==> config.mk <==
export PLATFORM = sky130hd
export DESIGN_NAME = seg_scan
export DESIGN_NICKNAME = d
export VERILOG_FILES = /design/src/rtl/seg_scan.sv
export SDC_FILE = /design/constraint.sdc
export NUM_CORES = 1
export LEC_CHECK = 0
export ABC_AREA = 1
export CAP_MARGIN = 20
export CORE_UTILIZATION = 51
export CTS_CLUSTER_SIZE = 40
export DETAILED_ROUTE_END_ITERATION = 12
export GPL_TIMING_DRIVEN = 0
export PLACE_DENSITY = 0.85
export SLEW_MARGIN = 20
export SYNTH_ARGS = -nofsm -noshare
export SYNTH_HDL_FRONTEND = slang
export SYNTH_SLANG_ARGS = --single-unit
==> constraint.sdc <==
create_clock -name clk -period 6.2 [get_ports clk]
set_clock_uncertainty 0.05 [all_clocks]
set_input_delay 1.24 -clock clk [delete_from_list [all_inputs] [get_ports clk]]
set_output_delay 1.24 -clock clk [all_outputs]
set_load 0.01 [all_outputs]
==> src/rtl/seg_scan.sv <==
// Four-digit common-anode seven-segment scan driver: advances one digit per rising
// edge of hz_fst and drives registered, active-low segment/anode pins with blank/dp/blink.
module seg_scan #(
    parameter int BLINK_TICKS = 250
) (
    input  logic        clk,
    input  logic        rst,
    input  logic        hz_fst,
    input  logic [15:0] digits,
    input  logic [3:0]  blank,
    input  logic [3:0]  dp,
    input  logic [3:0]  blink,
    output logic [6:0]  seg,
    output logic        dp_n,
    output logic [3:0]  an
);

    localparam int CNT_W = (BLINK_TICKS > 1) ? $clog2(BLINK_TICKS) : 1;
    localparam logic [CNT_W-1:0] CNT_MAX = CNT_W'(BLINK_TICKS - 1);

    // Active-high gfedcba pattern for one hex nibble.
    function automatic logic [6:0] hex_pattern(input logic [3:0] v);
        logic [6:0] p;
        case (v)
            4'h0: p = 7'h3F;
            4'h1: p = 7'h06;
            4'h2: p = 7'h5B;
            4'h3: p = 7'h4F;
            4'h4: p = 7'h66;
            4'h5: p = 7'h6D;
            4'h6: p = 7'h7D;
            4'h7: p = 7'h07;
            4'h8: p = 7'h7F;
            4'h9: p = 7'h6F;
            4'hA: p = 7'h77;
            4'hB: p = 7'h7C;
            4'hC: p = 7'h39;
            4'hD: p = 7'h5E;
            4'hE: p = 7'h79;
            default: p = 7'h71;
        endcase
        return p;
    endfunction

    logic             hz_q;
    logic [1:0]       sel_q, sel_d;
    logic [CNT_W-1:0] blink_cnt_q, blink_cnt_d;
    logic             blink_phase_q, blink_phase_d;
    logic [3:0]       an_q, an_d;
    logic [6:0]       seg_q, seg_d;
    logic             dp_n_q, dp_n_d;
    logic             tick;
    logic             dark;
    logic [3:0]       nibble;

    always_comb begin
        tick          = hz_fst & ~hz_q;
        sel_d         = sel_q;
        blink_cnt_d   = blink_cnt_q;
        blink_phase_d = blink_phase_q;
        if (tick) begin
            sel_d = sel_q + 2'd1;
            if (blink_cnt_q == CNT_MAX) begin
                blink_cnt_d   = '0;
                blink_phase_d = ~blink_phase_q;
            end else begin
                blink_cnt_d = blink_cnt_q + 1'b1;
            end
        end

        case (sel_q)
            2'd0:    nibble = digits[3:0];
            2'd1:    nibble = digits[7:4];
            2'd2:    nibble = digits[11:8];
            default: nibble = digits[15:12];
        endcase

        // Outputs use the pre-increment sel, so an and seg always switch together.
        dark   = blank[sel_q] | (blink[sel_q] & blink_phase_q);
        an_d   = dark ? 4'hF  : ~(4'b0001 << sel_q);
        seg_d  = dark ? 7'h7F : ~hex_pattern(nibble);
        dp_n_d = dark ? 1'b1  : ~dp[sel_q];
    end

    always_ff @(posedge clk) begin
        if (rst) begin
            hz_q          <= 1'b0;
            sel_q         <= 2'd0;
            blink_cnt_q   <= '0;
            blink_phase_q <= 1'b0;
            an_q          <= 4'hF;
            seg_q         <= 7'h7F;
            dp_n_q        <= 1'b1;
        end else begin
            hz_q          <= hz_fst;
            sel_q         <= sel_d;
            blink_cnt_q   <= blink_cnt_d;
            blink_phase_q <= blink_phase_d;
            an_q          <= an_d;
            seg_q         <= seg_d;
            dp_n_q        <= dp_n_d;
        end
    end

    assign an   = an_q;
    assign seg  = seg_q;
    assign dp_n = dp_n_q;

endmodule

**Word-level counts from Yosys, hierarchy flattened**

Memory sizes are Yosys's and may differ from the RTL's.
Cells that the tools add are included.

- Add/subtract/negate cells: 2
- Multiply operators: 0
- Div/mod/pow operators: 0
- Magnitude comparators: 1
- Eq/ne operators: 3
- Shifts and indexed selects: 1
- Multiplexer cells: 8
- Bitwise logic cells: 8
- Reduce and logical (&&, ||, !) cells: 3

Operators by type and width:

| kind | count |
|---|---|
| $pmux W4 S3 | 1 |
| $add A8 B1 Y8 const B | 1 |
| $eq A8 B8 Y1 const B | 1 |
| $mux W8 | 1 |
| $not A7 Y7 | 1 |
| $bmux W1 S2 | 3 |
| $not A4 Y4 | 1 |
| $shl A1 B2 Y4 const A | 1 |
| $lt A2 B3 Y1 const B | 1 |
| $mux W1 | 3 |
| $not A1 Y1 | 3 |
| $add A2 B1 Y2 const B | 1 |
| $and A1 B1 Y1 | 2 |
| $eq A2 B1 Y1 const B | 1 |
| $eq A2 B2 Y1 const B | 1 |
| $logic_not A2 Y1 | 1 |
| $reduce_and A2 Y1 | 1 |
| $reduce_or A2 Y1 | 1 |
| $or A1 B1 Y1 | 1 |

- Flip-flop bits (word level): 24
- Bits in latches: 0
- Bits in writable memories: 0
- Memory bits (read-only): 112
- Input port bits: 31
- Output and inout port bits: 12
- Logic and storage cells: 34
- Memories kept: 1

Memory list:

| memory | words | width | read ports | clocked after memory_dff | wr ports | RTL line | source |
|---|---|---|---|---|---|---|---|
| (no name shown) | 16 | 7 | 1 | 0 | 0 | 24 | `case (v)` |

**Logic depth before layout (Yosys ltp)**

Gate-level depths: netlist (run 1).

- Depth in word-level cells: 5
- Gate-level depth with buffers: 11
- Mapped depth without buffers: 11

**Worst setup path before layout (run 1)**

No wires, ideal clock.

- Kind: input to register
- Start point: input digits[0]
- End point: register seg_q[1], in the netlist seg[1]
- Library setup time: 0.058 ns
- Data arrival time: 2.378 ns
- Required time: 6.092 ns
- Setup slack: 3.714 ns
- Stages on the path: 9
- Buffers on the path: 0
- Cells stage by stage: nand2_1 > nand2_1 > o22ai_1 > inv_1 > ha_1 > nand3b_2 > nor2_1 > nor2_1 > nand2_1

- Longest elaborated chain between the ends: 3

Ends and longest elaborated chain:

| element | RTL line | source |
|---|---|---|
| start: declaration | 9 | `input logic [15:0] digits,` |
| $pmux W4 S3 | 71 | `case (sel_q)` |
| $mem_v2 Z16 W7 | - |  |
| $not A7 Y7 | 81 | `seg_d = dark ? 7'h7F : ~hex_pattern(nibble);` |
| end signal: assignment | 100 | `seg_q <= seg_d;` |
| end: declaration | 50 | `logic [6:0] seg_q, seg_d;` |

No other way between the ends.
A chain may end at the register's enable or synchronous reset.

**Final worst setup path (run 1)**

- Start point: input digits[0]
- End point: register seg_q[3], in the netlist seg[3]

The elaborated chain is that of the path after synthesis.

==> out/results.md, run 1 <==
Logic synthesis
* number of library cell types mapped by synthesis: 29
* most common cell in the synthesized netlist: nand2_1
* post-synthesis instance area: 0.001480 sq mm
* total of flip-flops plus latches after synthesis: 24
* yosys warns: 0
* cell type with the highest aggregate area in the netlist: dfxtp_1
* Main synth FF type: dfxtp_1
* sequential-to-total area share from yosys stat: 0.3246
* EDFF count, synth: 0
* synthesized area divided by synthesized cell count: 6.885 sq um
* async set-or-reset flop fraction in the synthesized netlist: 0
* top post-synthesis cells by area: dfxtp_1 (32%), nand2_1 (18%), ha_1 (12%), nor2_1 (6.3%), inv_1 (6.1%)
* area share of the largest cell type after synthesis: 0.3246
* net count of the mapped netlist: 260
* list of most frequent post-synthesis cells: nand2_1 (71), nor2_1 (25), dfxtp_1 (24), inv_1 (24)
* Syn Inst Count: 215

Timing
* setup TNS: 0 ps
* unrepaired setup endpoints after global routing: no
* Final Max Tran Viols: 0
* slew margin rel.: 0.6367
* shortest clock period the worst path allows after layout: 2815 ps
* period utilisation layout: 0.4540
* setup-violating endpoint count in the final report: 0
* final hold vios: 0
* pin slew with the least headroom to its limit: 544.9 ps
* highest achievable clock rate: 355.3 MHz

Die
* chip height: 55.87 um
* width of the die: 55.87 um
* Die Outline Area: 0.003121 sq mm
* boundary pin count: 43
* Core Rows: 19
* starting utilization of the core area: 0.5368
* area of the core: 0.002758 sq mm

Placed design
* gp weighted congestion: 0.8869
* dpl hpwl: 2358 um
* count of buffers inserted at the top-level ports: 42
* Post-Place Cell Area: 0.001939 sq mm

Power and ir drop
* total leakage power: 0.9379 nW
* pwr/cell area: 188.2 mW/mm^2
* sequential power share: 0.463
* P_int: 251.6 uW
* switching power of the nets: 117.6 uW
* overall power after layout: 369.2 uW
* Sw Ratio: 0.3186
* worst-case vdd ir drop: 0.1411 mV
* clock share of power: 0.183
* portion of total power attributed to combinational logic: 0.354

Hold path
* Worst Hold Class: register to register
* Worst Min Path Start: blink_cnt_q[0]

Job
* maxcap violations: 0

GRT
* GR Util All Layers: 0.2146
* maximum number of pins on one net before global-route repair: 13
* global-route wire length before repair: 5278 um
* total gr overflow: 0
* number of global-route vias before repair: 1269
* initial antenna violation count: 0

Worst setup path
* crit path capture type: register
* maximum fanout encountered on the critical timing path: 6
* critical path, cell by cell: clkdlybuf4s50_1 -> nand2_1 -> nand2_1 -> o22ai_1 -> inv_1 -> ha_1 -> nand3_1 -> nand2_1 -> nand2_1 -> nand3_2
* cell repeated most along the worst path: nand2_1
* slowest cell on the critical path: o22ai_1
* arrival time at the worst endpoint: 2990 ps
* startpoint of the most critical setup path: digits[0]
* Data required, critical path: 6370 ps
* R2R setup slack: 3640 ps
* launching point of the worst reg2reg path: sel_q[0]
* Crit Path Category: input port to register
* maximum cell stage delay along the critical path: 430 ps
* type of origin of the critical path: input port

Route
* TritonRoute pass-1 iters: 4
* average via count per standard cell: 4.890
* wirelength, routed: 2952 um
* total number of vias: 1423
* Final ANT Viol Nets: 0
* number of DRC violations after detailed routing: 0
* number of DRC markers in iteration 0: 23
* average routed wire per standard cell: 10.14 um

CTS
* # hold bufs at CTS: 0
* Gates resized, CTS repair: 0
* clock latency on the worst-skew pair: 320 ps
* clock tree from TritonCTS: yes
* clock root cell: clkbuf_4
* Sinks on Clock Net: 24
* number of buffers added by the clock tree synthesis step: 3
* number of H-tree levels: 1
* clock slew at the register clock pins of the worst setup and hold paths: 120 ps
* postcts setup bufs: 0
* number of buffers on the longest clock path: 2

Finish
* final cell area excluding filler cells: 0.001962 sq mm
* multi-input gate area in the final layout: 873.3 sq um
* fillers: 220
* Layout area overhead: 32.54%
* Reg area: 480.5 sq um
* share of post-route cells with drive strength above 1: 0.06923
* Final Core Density: 0.7114
* final net count: 307
* antenna cells: 0

Run status
* status: completed

layer usage:
layer,share of wire,vias to the layer above,track usage
met1,0.46,613,0.2537
met2,0.47,36,0.3701
met4,0.021,0,0.1045
met5,0,-,0
li1,-,769,-
met3,0.046,5,0.04419
stage by stage:
stage                     hold slack (ps)  instances  setup WS, ps
after floorplan                     424.3        215          3714
after global placement              449.4        288          3081
after detailed placement            452.1        288          3058
after CTS                           471.5        291          3414
after global routing                519.5        291          3239
final                               470.1        291          3385
cells by family after synthesis:
logic type,after synthesis,synth area share
simple gates,125,0.3812
buf+inv,29,0.08538
flops,24,0.3246
compound gates,21,0.07862
fa+ha+maj,14,0.1183
xor+xnor,2,0.01184
cells in the final DEF, fill, tap and decap left out, drive strengths merged:
cell	n
nand2	75
clkdlybuf4s50	42
inv	27
nor2	25
dfxtp	24
nand3	18
ha	14
a21oi	10
o21ai	5
clkbuf	4
nor3	3
o22ai	2
nand3b	2
or2	1
buf	1
nand4	1
o21bai	1
xor2	1
a22oi	1
a31oi	1
xnor2	1
a21o	1
power by group through the flow:
stage	registers, mW	logic [mW]	clock network (mW)
3_3_place_gp	0.175	0.129	0
3_5_place_dp	0.175	0.131	0
4_1_cts	0.171	0.131	0.0701
5_1_grt	0.173	0.148	0.0741
2_1_floorplan	0.178	0.0757	0
6_report	0.171	0.131	0.0674
path summary, 6_finish.rpt:
path | cells past startpoint | to
min | 2 | blink_cnt_q[0]
max reg2reg | 11 | seg[3]
max | 10 | seg[3]
min reg2reg | 2 | blink_cnt_q[0]
critical path, delay by kind of cell:
family	cells	cell delay, ps
AND/OR/NAND/NOR	6	470
AO/OA/AOI/OAI	1	430
buffers and inverters	2	570
adder cells (fa/ha/maj)	1	260
registers in the layout (all words and copies together) (netlist names):
signal,count
blink_cnt_q,8
seg,7
an,4
sel_q,2
blink_phase_q,1
dp_n,1
hz_q,1
layout make-up:
| type | count | share of cell area |
|---|---|---|
| well taps | 31 | 0.01977 |
| repair buffers | 42 | 0.2143 |
| multi-input cells | 162 | 0.4452 |
| inverters | 27 | 0.05166 |
| plain buffers | 2 | 0.01276 |
| flip-flops and latches | 24 | 0.2449 |
| clock buffers | 3 | 0.01148 |
(Power assumes the default switching activity.)
==> run 2, diff against run 1 <==
CORE_UTILIZATION = 47   (was 51)
PLACE_DENSITY = 0.79   (was 0.85)
clock period = 2.6 ns   (was 6.2 ns; I/O delays follow)
==> run 2 against run 1 <==
Global-route usage down 2.6 points. Count of clock-buffer cells in the layout unchanged. Hold slack gained 2.9 ps. Core utilization down 4.4 points. Clock power rose to 4.0 times the previous value. First-iteration DRC count rose by 48%. Power rose to 2.7 times the previous value. Register-to-register slack got worse by 3300 ps. Sequential cell count did not move. Sequential power grew 140%. Largest cell class unchanged.
==> out/results.md, run 2 (synthesis results as in run 1) <==
Timing
* pin slew with the least headroom to its limit: 314.2 ps
* unrepaired setup endpoints after global routing: no
* Final Max Tran Viols: 0
* final hold vios: 0
* shortest clock period the worst path allows after layout: 2268 ps
* highest achievable clock rate: 440.9 MHz
* setup-violating endpoint count in the final report: 0
* slew margin rel.: 0.7894
* setup TNS: 0 ps
* period utilisation layout: 0.8723

Route
* wirelength, routed: 2944 um
* number of DRC violations after detailed routing: 0
* number of DRC markers in iteration 0: 34
* average routed wire per standard cell: 9.652 um
* total number of vias: 1402
* Final ANT Viol Nets: 0
* average via count per standard cell: 4.597
* TritonRoute pass-1 iters: 4

Die
* Core Rows: 20
* width of the die: 58.12 um
* area of the core: 0.003028 sq mm
* chip height: 58.12 um
* Die Outline Area: 0.003378 sq mm
* starting utilization of the core area: 0.4888
* boundary pin count: 43

CTS
* clock tree from TritonCTS: yes
* clock latency on the worst-skew pair: 320 ps
* clock root cell: clkbuf_4
* clock slew at the register clock pins of the worst setup and hold paths: 130 ps
* number of buffers on the longest clock path: 2
* # hold bufs at CTS: 0
* number of buffers added by the clock tree synthesis step: 3
* number of H-tree levels: 1
* Sinks on Clock Net: 24

Placed design
* count of buffers inserted at the top-level ports: 42
* dpl hpwl: 2299 um
* gp weighted congestion: 0.8508
* Post-Place Cell Area: 0.001956 sq mm
* placed cell count: 301

Power and ir drop
* worst-case vdd ir drop: 0.2302 mV
* pwr/cell area: 491.8 mW/mm^2
* overall power after layout: 994.5 uW
* total leakage power: 0.9555 nW

Finish
* max FFs per register: 8
* fillers: 274
* multi-input gate area in the final layout: 885.9 sq um
* Layout area overhead: 36.60%
* Reg area: 481.7 sq um
* antenna cells: 0
* largest register by flop count: blink_cnt_q
* commonest non-fill, non-tap cells in the layout: nand2_1 (71), clkdlybuf4s50_1 (42), nor2_1 (25)
* leading cell type in the layout, fill and taps excluded: nand2_1
* number of standard cells in the final layout excluding fillers: 305
* share of post-route cells with drive strength above 1: 0.08429
* final cell area excluding filler cells: 0.002022 sq mm
* final net count: 307

GRT
* maximum number of pins on one net before global-route repair: 15
* global-route wire length before repair: 5057 um
* total gr overflow: 0
* GR Util All Layers: 0.1886
* number of global-route vias before repair: 1295
* initial antenna violation count: 0

Worst setup path
* cell repeated most along the worst path: nand2_1
* maximum fanout encountered on the critical timing path: 7
* maximum cell stage delay along the critical path: 500 ps
* arrival time at the worst endpoint: 2490 ps
* crit path capture type: register
* slowest cell on the critical path: dfxtp_1
* reg-to-reg critical path endpoint: seg[1]
* number of buffer and inverter instances along the worst setup path: 2
* type of origin of the critical path: register
* worst reg-to-reg path cell count: 11
* R2R setup slack: 330 ps
* launching point of the worst reg2reg path: sel_q[1]
* Data required, critical path: 2820 ps
* critical path, cell by cell: inv_1 -> ha_1 -> nand2_1 -> nand2_1 -> o22ai_2 -> inv_1 -> ha_1 -> nand3b_1 -> nor2_1 -> nor2_1 -> nand2_1
* Crit Path Category: register to register
* gate family responsible for the most delay along the worst path: adder cells

Hold path
* Worst Min Path Start: blink_cnt_q[0]
* number of cells on the worst hold path: 2
* endpoint with the worst hold slack: blink_cnt_q[0]
* Worst Hold Class: register to register

Job
* maxcap violations: 0

Run status
* status: completed

## run 2: how the worst max path moves through the flow
| stage | start | endpoint | slack, ps | cells past startpoint |
|---|---|---|---|---|
| 6_report | sel_q[1] | seg[1] | 330 | 11 |
| 5_1_grt | sel_q[1] | seg[1] | 100 | 11 |
| 4_1_cts | sel_q[0] | seg[1] | 30 | 11 |
| 3_5_place_dp | sel_q[0] | seg[3] | 70 | 11 |
| 3_3_place_gp | sel_q[0] | seg[1] | 80 | 11 |
| 2_1_floorplan | sel_q[0] | seg[1] | 490 | 11 |
## run 2: layout make-up
| class | instances | share of cell area |
|---|---|---|
| Multi-Input combinational cell | 162 | 0.4381 |
| Inverter | 27 | 0.05012 |
| Buffer | 2 | 0.01238 |
| Clock inverter | 1 | 0.01485 |
| Tap cell | 44 | 0.02723 |
| Sequential cell | 24 | 0.2382 |
| Clock buffer | 3 | 0.01114 |
| Timing Repair Buffer | 42 | 0.2079 |
## run 2: worst min-delay path: cells and delay by family, from the launching register on
family / cells / cell delay, ps
flip-flops: 1 / 360
AO/OA/AOI/OAI: 1 / 50
AND/OR/NAND/NOR: 1 / 70
## run 2: metal layers
metal  vias up  wire (um)  track usage
li1        764          -            -
met1       600       1421       0.2459
met2        33       1368       0.3186
met3         5        122      0.03571
met4         0         31      0.05102
met5         -          0            0
## run 2: through the flow
stage               setup WS [ps]  utilization  hold slack, ps
detailed placement          72.95       0.6459           454.2
floorplan                   485.3            -           424.3
CTS                         30.22       0.6632           472.9
finish                      332.1       0.6678           473.0
global placement            78.83       0.6459           444.3
global route                102.6       0.6678           499.0
## run 2: repair_timing
item                                    CTS  global route
resized for setup                         0             3
setup buffers                             0             0
endpoints found under the setup margin    0             7
## run 2: power by group
group	leakage (nW)	switching, mW	internal (mW)
Sequential	0.197	0.0145	0.394
Combinational	0.730	0.161	0.153
Clock	0.0279	0.115	0.156
==> run 3, diff against run 2 <==
SKIP_LAST_GASP = 1   (was not set)
==> results of run 3 <==
The final DEF is identical to that of run 2; final timing and power are the same.
